--- config.mk ---
export PLATFORM = sky130hd
export DESIGN_NAME = audio_sample_fifo
export DESIGN_NICKNAME = d
export VERILOG_FILES = /design/src/rtl/audio_sample_fifo.sv
export SDC_FILE = /design/constraint.sdc
export NUM_CORES = 1
export LEC_CHECK = 0
export CORE_ASPECT_RATIO = 0.7
export CORE_MARGIN = 5
export CORE_UTILIZATION = 45
export DETAILED_ROUTE_END_ITERATION = 8
export DONT_BUFFER_PORTS = 1
export PLACE_DENSITY = 0.62
export SYNTH_ARGS = -nofsm -noshare
export SYNTH_HDL_FRONTEND = slang
export SYNTH_SLANG_ARGS = --single-unit
--- constraint.sdc ---
create_clock -name clk -period 3.9 [get_ports clk]
set_clock_uncertainty 0.2 [all_clocks]
set_input_delay 0.78 -clock clk [delete_from_list [all_inputs] [get_ports clk]]
set_output_delay 0.78 -clock clk [all_outputs]
set_load 0.005 [all_outputs]
--- src/rtl/audio_sample_fifo.sv ---
// audio_sample_fifo: pairs UART bytes into 16-bit little-endian samples,
// buffers them and releases one sample per DAC-rate strobe, with prefill,
// pairing timeout, underrun and overflow handling.
module audio_sample_fifo #(
    parameter int unsigned AW      = 4,
    parameter int unsigned PREFILL = 8,
    parameter int unsigned TIMEOUT = 1024
) (
    input  logic          clk,
    input  logic          reset_n,
    input  logic [7:0]    rx_byte,
    input  logic          rx_received,
    input  logic          sample_ce,
    input  logic          clear_flags,
    output logic [15:0]   sample_out,
    output logic [AW:0]   level,
    output logic          playing,
    output logic          underrun,
    output logic          overflow
);

    localparam int unsigned DEPTH = 1 << AW;
    localparam int unsigned TW    = (TIMEOUT > 1) ? $clog2(TIMEOUT) : 1;

    typedef enum logic {
        PH_LOW  = 1'b0,
        PH_HIGH = 1'b1
    } phase_e;

    typedef enum logic {
        PB_FILL = 1'b0,
        PB_PLAY = 1'b1
    } pb_state_e;

    // byte pairer state
    phase_e          phase_q, phase_d;
    logic [7:0]      low_byte_q, low_byte_d;
    logic [TW-1:0]   timer_q, timer_d;
    logic            push_req_c;
    logic [15:0]     push_data_c;

    // playback state
    pb_state_e       pb_state_q, pb_state_d;
    logic            pop_c;
    logic            underrun_set_c;

    // fifo storage and bookkeeping
    logic [15:0]     mem_q [DEPTH];
    logic [AW-1:0]   wr_ptr_q, wr_ptr_d;
    logic [AW-1:0]   rd_ptr_q, rd_ptr_d;
    logic [AW:0]     level_q, level_d;
    logic [15:0]     sample_out_q, sample_out_d;
    logic            underrun_q, underrun_d;
    logic            overflow_q, overflow_d;
    logic            push_ok_c;
    logic            overflow_set_c;

    // Pairer state register.
    always_ff @(posedge clk or negedge reset_n) begin
        if (!reset_n) begin
            phase_q    <= PH_LOW;
            low_byte_q <= 8'h00;
            timer_q    <= '0;
        end else begin
            phase_q    <= phase_d;
            low_byte_q <= low_byte_d;
            timer_q    <= timer_d;
        end
    end

    // Pairer next state: a late high byte still wins over the timeout.
    always_comb begin
        phase_d    = phase_q;
        low_byte_d = low_byte_q;
        timer_d    = timer_q;
        unique case (phase_q)
            PH_LOW: begin
                if (rx_received) begin
                    low_byte_d = rx_byte;
                    timer_d    = '0;
                    phase_d    = PH_HIGH;
                end
            end
            PH_HIGH: begin
                if (rx_received) begin
                    phase_d = PH_LOW;
                end else if (timer_q == TW'(TIMEOUT - 1)) begin
                    phase_d = PH_LOW;
                end else begin
                    timer_d = timer_q + TW'(1);
                end
            end
            default: phase_d = PH_LOW;
        endcase
    end

    // Pairer outputs: push request in the cycle the high byte arrives.
    always_comb begin
        push_req_c  = 1'b0;
        push_data_c = {rx_byte, low_byte_q};
        if (phase_q == PH_HIGH && rx_received) begin
            push_req_c = 1'b1;
        end
    end

    // Playback state register.
    always_ff @(posedge clk or negedge reset_n) begin
        if (!reset_n) begin
            pb_state_q <= PB_FILL;
        end else begin
            pb_state_q <= pb_state_d;
        end
    end

    // Playback next state: start at prefill, fall back to FILL on underrun.
    always_comb begin
        pb_state_d = pb_state_q;
        unique case (pb_state_q)
            PB_FILL: begin
                if (level_q >= (AW+1)'(PREFILL)) begin
                    pb_state_d = PB_PLAY;
                end
            end
            PB_PLAY: begin
                if (sample_ce && level_q == '0) begin
                    pb_state_d = PB_FILL;
                end
            end
            default: pb_state_d = PB_FILL;
        endcase
    end

    // Playback outputs: pop on strobe when data is present, else flag underrun.
    always_comb begin
        pop_c          = 1'b0;
        underrun_set_c = 1'b0;
        if (pb_state_q == PB_PLAY && sample_ce) begin
            if (level_q != '0) begin
                pop_c = 1'b1;
            end else begin
                underrun_set_c = 1'b1;
            end
        end
    end

    // Write admission: a full fifo still accepts when a pop frees a slot.
    always_comb begin
        push_ok_c      = push_req_c && ((level_q < (AW+1)'(DEPTH)) || pop_c);
        overflow_set_c = push_req_c && !push_ok_c;
    end

    // Fifo next state: pointers, occupancy, output sample and sticky flags.
    always_comb begin
        wr_ptr_d     = wr_ptr_q;
        rd_ptr_d     = rd_ptr_q;
        level_d      = level_q;
        sample_out_d = sample_out_q;
        underrun_d   = underrun_set_c | (underrun_q & ~clear_flags);
        overflow_d   = overflow_set_c | (overflow_q & ~clear_flags);
        if (push_ok_c) begin
            wr_ptr_d = wr_ptr_q + AW'(1);
        end
        if (pop_c) begin
            rd_ptr_d     = rd_ptr_q + AW'(1);
            sample_out_d = mem_q[rd_ptr_q];
        end
        unique case ({push_ok_c, pop_c})
            2'b10:   level_d = level_q + (AW+1)'(1);
            2'b01:   level_d = level_q - (AW+1)'(1);
            default: level_d = level_q;
        endcase
    end

    // Fifo control registers.
    always_ff @(posedge clk or negedge reset_n) begin
        if (!reset_n) begin
            wr_ptr_q     <= '0;
            rd_ptr_q     <= '0;
            level_q      <= '0;
            sample_out_q <= 16'h0000;
            underrun_q   <= 1'b0;
            overflow_q   <= 1'b0;
        end else begin
            wr_ptr_q     <= wr_ptr_d;
            rd_ptr_q     <= rd_ptr_d;
            level_q      <= level_d;
            sample_out_q <= sample_out_d;
            underrun_q   <= underrun_d;
            overflow_q   <= overflow_d;
        end
    end

    // Sample storage; contents are don't-care until written.
    always_ff @(posedge clk) begin
        if (push_ok_c) begin
            mem_q[wr_ptr_q] <= push_data_c;
        end
    end

    assign sample_out = sample_out_q;
    assign level      = level_q;
    assign playing    = (pb_state_q == PB_PLAY);
    assign underrun   = underrun_q;
    assign overflow   = overflow_q;

endmodule

### After elaboration in Yosys (flattened, before gate mapping)

Memory sizes are Yosys's and may differ from the RTL's. A register that Yosys moved wholly into a read port is not among the register bits.
Cells that the tools add are included.

* logic and storage cells: 62
* memories: 1
* bits of input ports: 13
* RAM bits: 256
* register bits after elaboration: 35
* output and inout bits: 24

* equal/unequal tests: 6
* magnitude comparators: 2
* reduce and logical (&&, ||, !) cells: 13
* muxes and demuxes: 19
* bitwise logic cells: 7
* $add $sub $neg: 5

Memories
* mem_q: words 16, width 16, read ports 1, clocked after memory_dff 1, write ports 1, line 48 `logic [15:0] mem_q [DEPTH];`

Operator list (count)
* $mux W10: 3
* $pmux W10 S2: 1
* $mux W1: 12
* $add A10 B1 Y10 const B: 1
* $eq A10 B10 Y1 const B: 1
* $pmux W5 S2: 1
* $add A4 B1 Y4 const B: 2
* $ne A2 B2 Y1 const B: 3
* $add A5 B1 Y5 const B: 1
* $ge A5 B4 Y1 const B: 1
* $logic_and A1 B1 Y1: 5
* $logic_not A5 Y1: 1
* $lt A5 B5 Y1 const B: 1
* $reduce_bool A5 Y1: 1
* $sub A5 B1 Y5 const B: 1
* $pmux W1 S2: 2
* $not A1 Y1: 3
* $reduce_and A3 Y1: 1
* $and A1 B1 Y1: 2
* $eq A2 B1 Y1 const B: 1
* $eq A2 B2 Y1 const B: 1
* $logic_not A1 Y1: 2
* $or A1 B1 Y1: 2
* $reduce_and A2 Y1: 1
* other kinds (2): 2

### Logic depth before layout (Yosys ltp)

* depth in word-level cells: 8
* gate-level depth with buffers: 13
* gate-level depth less buffers: 10

### Least setup slack after synthesis

No wires, ideal clock.

* path type: input -> register
* from: in rx_received
* to: reg level_q[4], in the netlist level[4]
* buffers on the path: 3
* stages on the path: 13
* setup time: 80 ps
* required time: 3620 ps
* arrival: 3140 ps
* slack: 480 ps
* path through: clkbuf_1 > nand2_1 > a21oi_1 > clkbuf_1 > inv_1 > ha_1 > clkbuf_1 > xor2_1 > ha_1 > a21boi_0 > o32ai_1 > nor4b_1 > xnor2_1

* word-level cells in the longest chain between the ends: 5
* elaborated cells between the ends (all ways): 7
* classes of those cells: 2 x eq/ne; 2 x mux; 3 x reduce/logical

RTL lines
* start: declaration: line 12 `input logic rx_received,`
* $logic_and A1 B1 Y1 *: line 101 `if (phase_q == PH_HIGH && rx_received) begin`
* $mux W1 *: line 101
* $logic_and A1 B1 Y1 *: line 148 `push_ok_c = push_req_c && ((level_q < (AW+1)'(DEPTH)) || pop_c);`
* $eq A2 B1 Y1 or $eq A2 B2 Y1 (tied branches): line 167 `unique case ({push_ok_c, pop_c})`
* $pmux W5 S2 or $reduce_bool A2 Y1 (tied branches)
* end signal: assignment: line 186 `level_q <= level_d;`
* end: declaration: line 51 `logic [AW:0] level_q, level_d;`

Every way passes the cells marked *; elsewhere a longest branch is shown, timed or not.
A chain may end at the register's enable or synchronous reset.

### Worst setup path after layout

* from: reg level_q[1], in the netlist level[1]
* to: reg level_q[4], in the netlist level[4]

* word-level cells in the longest chain between the ends: 7
* elaborated cells between the ends (all ways): 12
* classes of those cells: 2 x add/sub; 1 x order compare; 2 x eq/ne; 3 x mux; 4 x reduce/logical

RTL lines
* $reduce_bool A5 Y1 *: line 138 `if (level_q != '0) begin`
* $mux W1 *: line 138
* $mux W1 *: line 137 `if (pb_state_q == PB_PLAY && sample_ce) begin`
* net pop_c: line 44 `logic pop_c;`
* $logic_or A1 B1 Y1: line 148
* $logic_and A1 B1 Y1: line 148
* $eq A2 B1 Y1 or $eq A2 B2 Y1 (tied branches): line 167
* $pmux W5 S2 or $reduce_bool A2 Y1 (tied branches)

The timed path passes the listed nets; every way through them passes the cells marked *.

==> key figures <==
Setup path
  – Flop-to-flop setup slack: 0.61 ns
  – CP Data Arrival Time: 3.51 ns
  – CP Capture Point: level[4]
  – End of the worst register-to-register path: level[4]
  – Startpoint types: flop
  – Worst setup EP type: flop
  – CP Class: flop to flop
  – Worst r2r path cells: 9
  – Beginning of the critical path: level[1]
  – Reg2Reg Launch Point: level[1]
  – Worst Path Max Fanout: 13
  – CP required: 4.12 ns

Pwr
  – Net Sw Frac: 28.31%
  – Peak VDD IR: ~360 uV
  – Pint: ~0.0067 W
  – Sequential power share: between 40% and 50%
  – Leakage: about 4.7 nW
  – Psw: 0.002643 W
  – Pwr dens: 680.3 nW/um^2
  – Comb pwr share: 23.5%
  – Clock share of power: 30.0%

Global routing
  – Global route overflow: 0
  – Initial antenna violation count: 0
  – Largest net degree at the start of global routing: 52
  – First-pass GRT wire length: 40.74 mm
  – Number of global-route vias before repair: approximately 6300
  – Total GRT Usage: 17.26%

Final layout
  – P&R area growth vs syn: 11.18%
  – Diode count: 0
  – Most frequent cells in the layout: 256 x edfxtp_1, 64 x mux4_2, 48 x dfrtp_1
  – Layout cells sized above 1: 20.00%
  – Fillers: about 2200
  – Non-Filler Instances: 1054
  – Final #Nets: 691
  – Commonest non-fill, non-tap cell in the layout: edfxtp_1

Clock tree
  – Root Driver: clkbuf_16
  – CTS resizes: 0
  – Post CTS Setup Buffer Count: 0
  – CTS tree: built
  – Hold buffer count at cts: 2
  – TritonCTS buffer count: 28
  – Clock sink count: 307
  – Htree depth: 1
  – Clock slew at reported path FFs: 0.07 ns
  – Worst skew pair latency: approximately 0.55 ns
  – Clock buffer depth: 3

Yosys
  – Seq/Total Area, Yosys: between 70% and 80%
  – Synth cell types: 58
  – Synth top area share: 62.27%
  – Top FF cell, synth: edfxtp_1
  – Warnings from Yosys: 0
  – Cell Area, Synth: between 10000 and 15000 um^2
  – Leading area contributor after synthesis: edfxtp_1
  – Async set-reset flop share out of synthesis: 16.61%
  – Syn Area/Cell: about 19 um^2
  – EDFF count, synth: between 200 and 300
  – Post-Synthesis Cells: 654
  – Synth Register Bits: 307
  – Syn_nets: 677
  – Ranking of synthesized cells by area: edfxtp_1 62%, mux4_2 12%, dfrtp_1 10%

Detailed routing
  – WL per Instance: around 25 um
  – Routed vias/inst: 5.790
  – DRT Wirelength: 26.30 mm
  – DRC errors left: 0
  – Initial DRC Count: 561
  – Antenna-violating nets left: 0
  – DR pass1 iterations: 5
  – Via count: 6103

STA
  – Post-Route Setup TNS: 0 ns
  – Slew Limit Fails: 0
  – Fin crit share: 84.38%
  – RSZ-0062 raised after global routing: false
  – Fin crit period: about 3.3 ns
  – Slew HR: 33.84%
  – Tightest Pin Transition: 0.9888 ns
  – FMAX: 303.9 MHz
  – Final setup vio count: 0
  – Fin. Hold Viols: 0

Floorplan
  – Die Y: 148.6 um
  – Rows: 50
  – Core Footprint: 26900 um^2
  – Die area: 30900 um^2
  – Ports: 37
  – Die Wd: 208.0 um
  – Initial core utilization: 45.89%

Status
  – Status: finished clean

Place
  – DP HPWL: 15.80 mm
  – Gpl congestion: 0.7549
  – Placed cell count: 1000
  – IO buf count: 0

Worst hold path
  – Worst min-delay path category: input pin to flop

Run
  – Max-cap violations: 0
[cells in the mapped netlist, types with 5 or more instances]
library cell  number
and4_1             5
a21oi_1           23
xnor2_1            8
a211o_1           16
nor2b_1           18
buf_6              8
a22o_1            16
inv_1              9
nand4_1            7
mux4_2            64
and2_1            12
dfrtp_1           51
buf_2              7
o21ai_0            9
edfxtp_1         256
nor2_1             5
mux2i_1           16
clkbuf_1          17
nand2_1           37
ha_1              10
[metal layers]
| layer | wire length, um | part of all wire (%) | vias up | global-route usage, % |
|---|---|---|---|---|
| li1 | - | - | 2669 | - |
| met1 | 11760 | 45 | 3220 | 25.23 |
| met2 | 12350 | 47 | 179 | 26.75 |
| met3 | 1634 | 6.2 | 35 | 3.964 |
| met4 | 553 | 2.1 | 0 | 4.168 |
| met5 | 0 | 0 | - | 0 |
[final cells by class]
type / count / area (um^2) / share of cell area (%)
flip-flops and latches: 307 / 8970 / 65.36
clock buffers: 37 / 805.8 / 5.871
well taps: 364 / 455.4 / 3.318
multi-input cells: 298 / 3095 / 22.55
repair buffers: 22 / 212.7 / 1.550
clock inverters: 15 / 143.9 / 1.048
inverters: 11 / 41.29 / 0.3008
[worst max-delay path: stages, from the launching register on]
cell and delay, ns:
dfrtp_1 0.50, or4_4 0.58, o21bai_4 0.14, inv_2 0.07
ha_1 0.35, ha_1 0.27, or4b_2 0.66, o32ai_1 0.14
nor4b_1 0.12, xnor2_1 0.14
[sequential cells by signal (all words and copies together) (netlist names), 4 cells and up]
signal,count
mem_q,256
sample_out,16
timer_q,10
low_byte_q,8
level,5
rd_ptr_q,4
wr_ptr_q,4
[worst min path at each step]
| stage | end | cells past startpoint | from | slack [ns] |
|---|---|---|---|---|
| 2_1_floorplan | timer_q[9] | 1 | timer_q[9] | 0.25 |
| 3_3_place_gp | timer_q[9] | 1 | timer_q[9] | 0.28 |
| 3_5_place_dp | timer_q[2] | 0 | reset_n | 0.29 |
| 4_1_cts | underrun | 1 | clear_flags | 0.10 |
| 5_1_grt | mem_q[4][13] | 0 | rx_byte[5] | 0.1 |
| 6_report | underrun | 1 | clear_flags | 0.13 |
[power groups by stage]
stage / sequential [W] / clock, W / combinational [W]
5_1_grt: 0.00441 / 0.00300 / 0.00239
2_1_floorplan: 0.00415 / 0 / 0.00192
3_5_place_dp: 0.00443 / 0 / 0.00219
3_3_place_gp: 0.00439 / 0 / 0.00217
4_1_cts: 0.00436 / 0.00286 / 0.00223
6_report: 0.00435 / 0.00280 / 0.00219
[through the flow]
step | total power [W] | cell area, um^2 | hold WS [ns] | setup WS, ns | util (%)
CTS | 0.009452 | 13720 | 0.1005 | 0.6107 | 51.02
global placement | 0.006560 | 12740 | 0.2756 | 0.6472 | 47.35
finish | 0.009337 | 13720 | 0.1262 | 0.6090 | 51.02
floorplan | 0.006067 | 12340 | 0.2493 | 0.4798 | -
global route | 0.009807 | 13720 | 0.09577 | 0.4035 | 51.02
detailed placement | 0.006620 | 12740 | 0.2883 | 0.6167 | 47.35
[kinds of logic after synthesis]
kind of cell	synth area share, %
DFF	72.61
xor gates and xnor gates	0.7805
buffers and inverters	2.311
AOI/OAI and AO/OA	5.230
adders and majority gates	1.014
and+or+nand+nor	4.987
muxes	13.07
(Power assumes the default switching activity.)
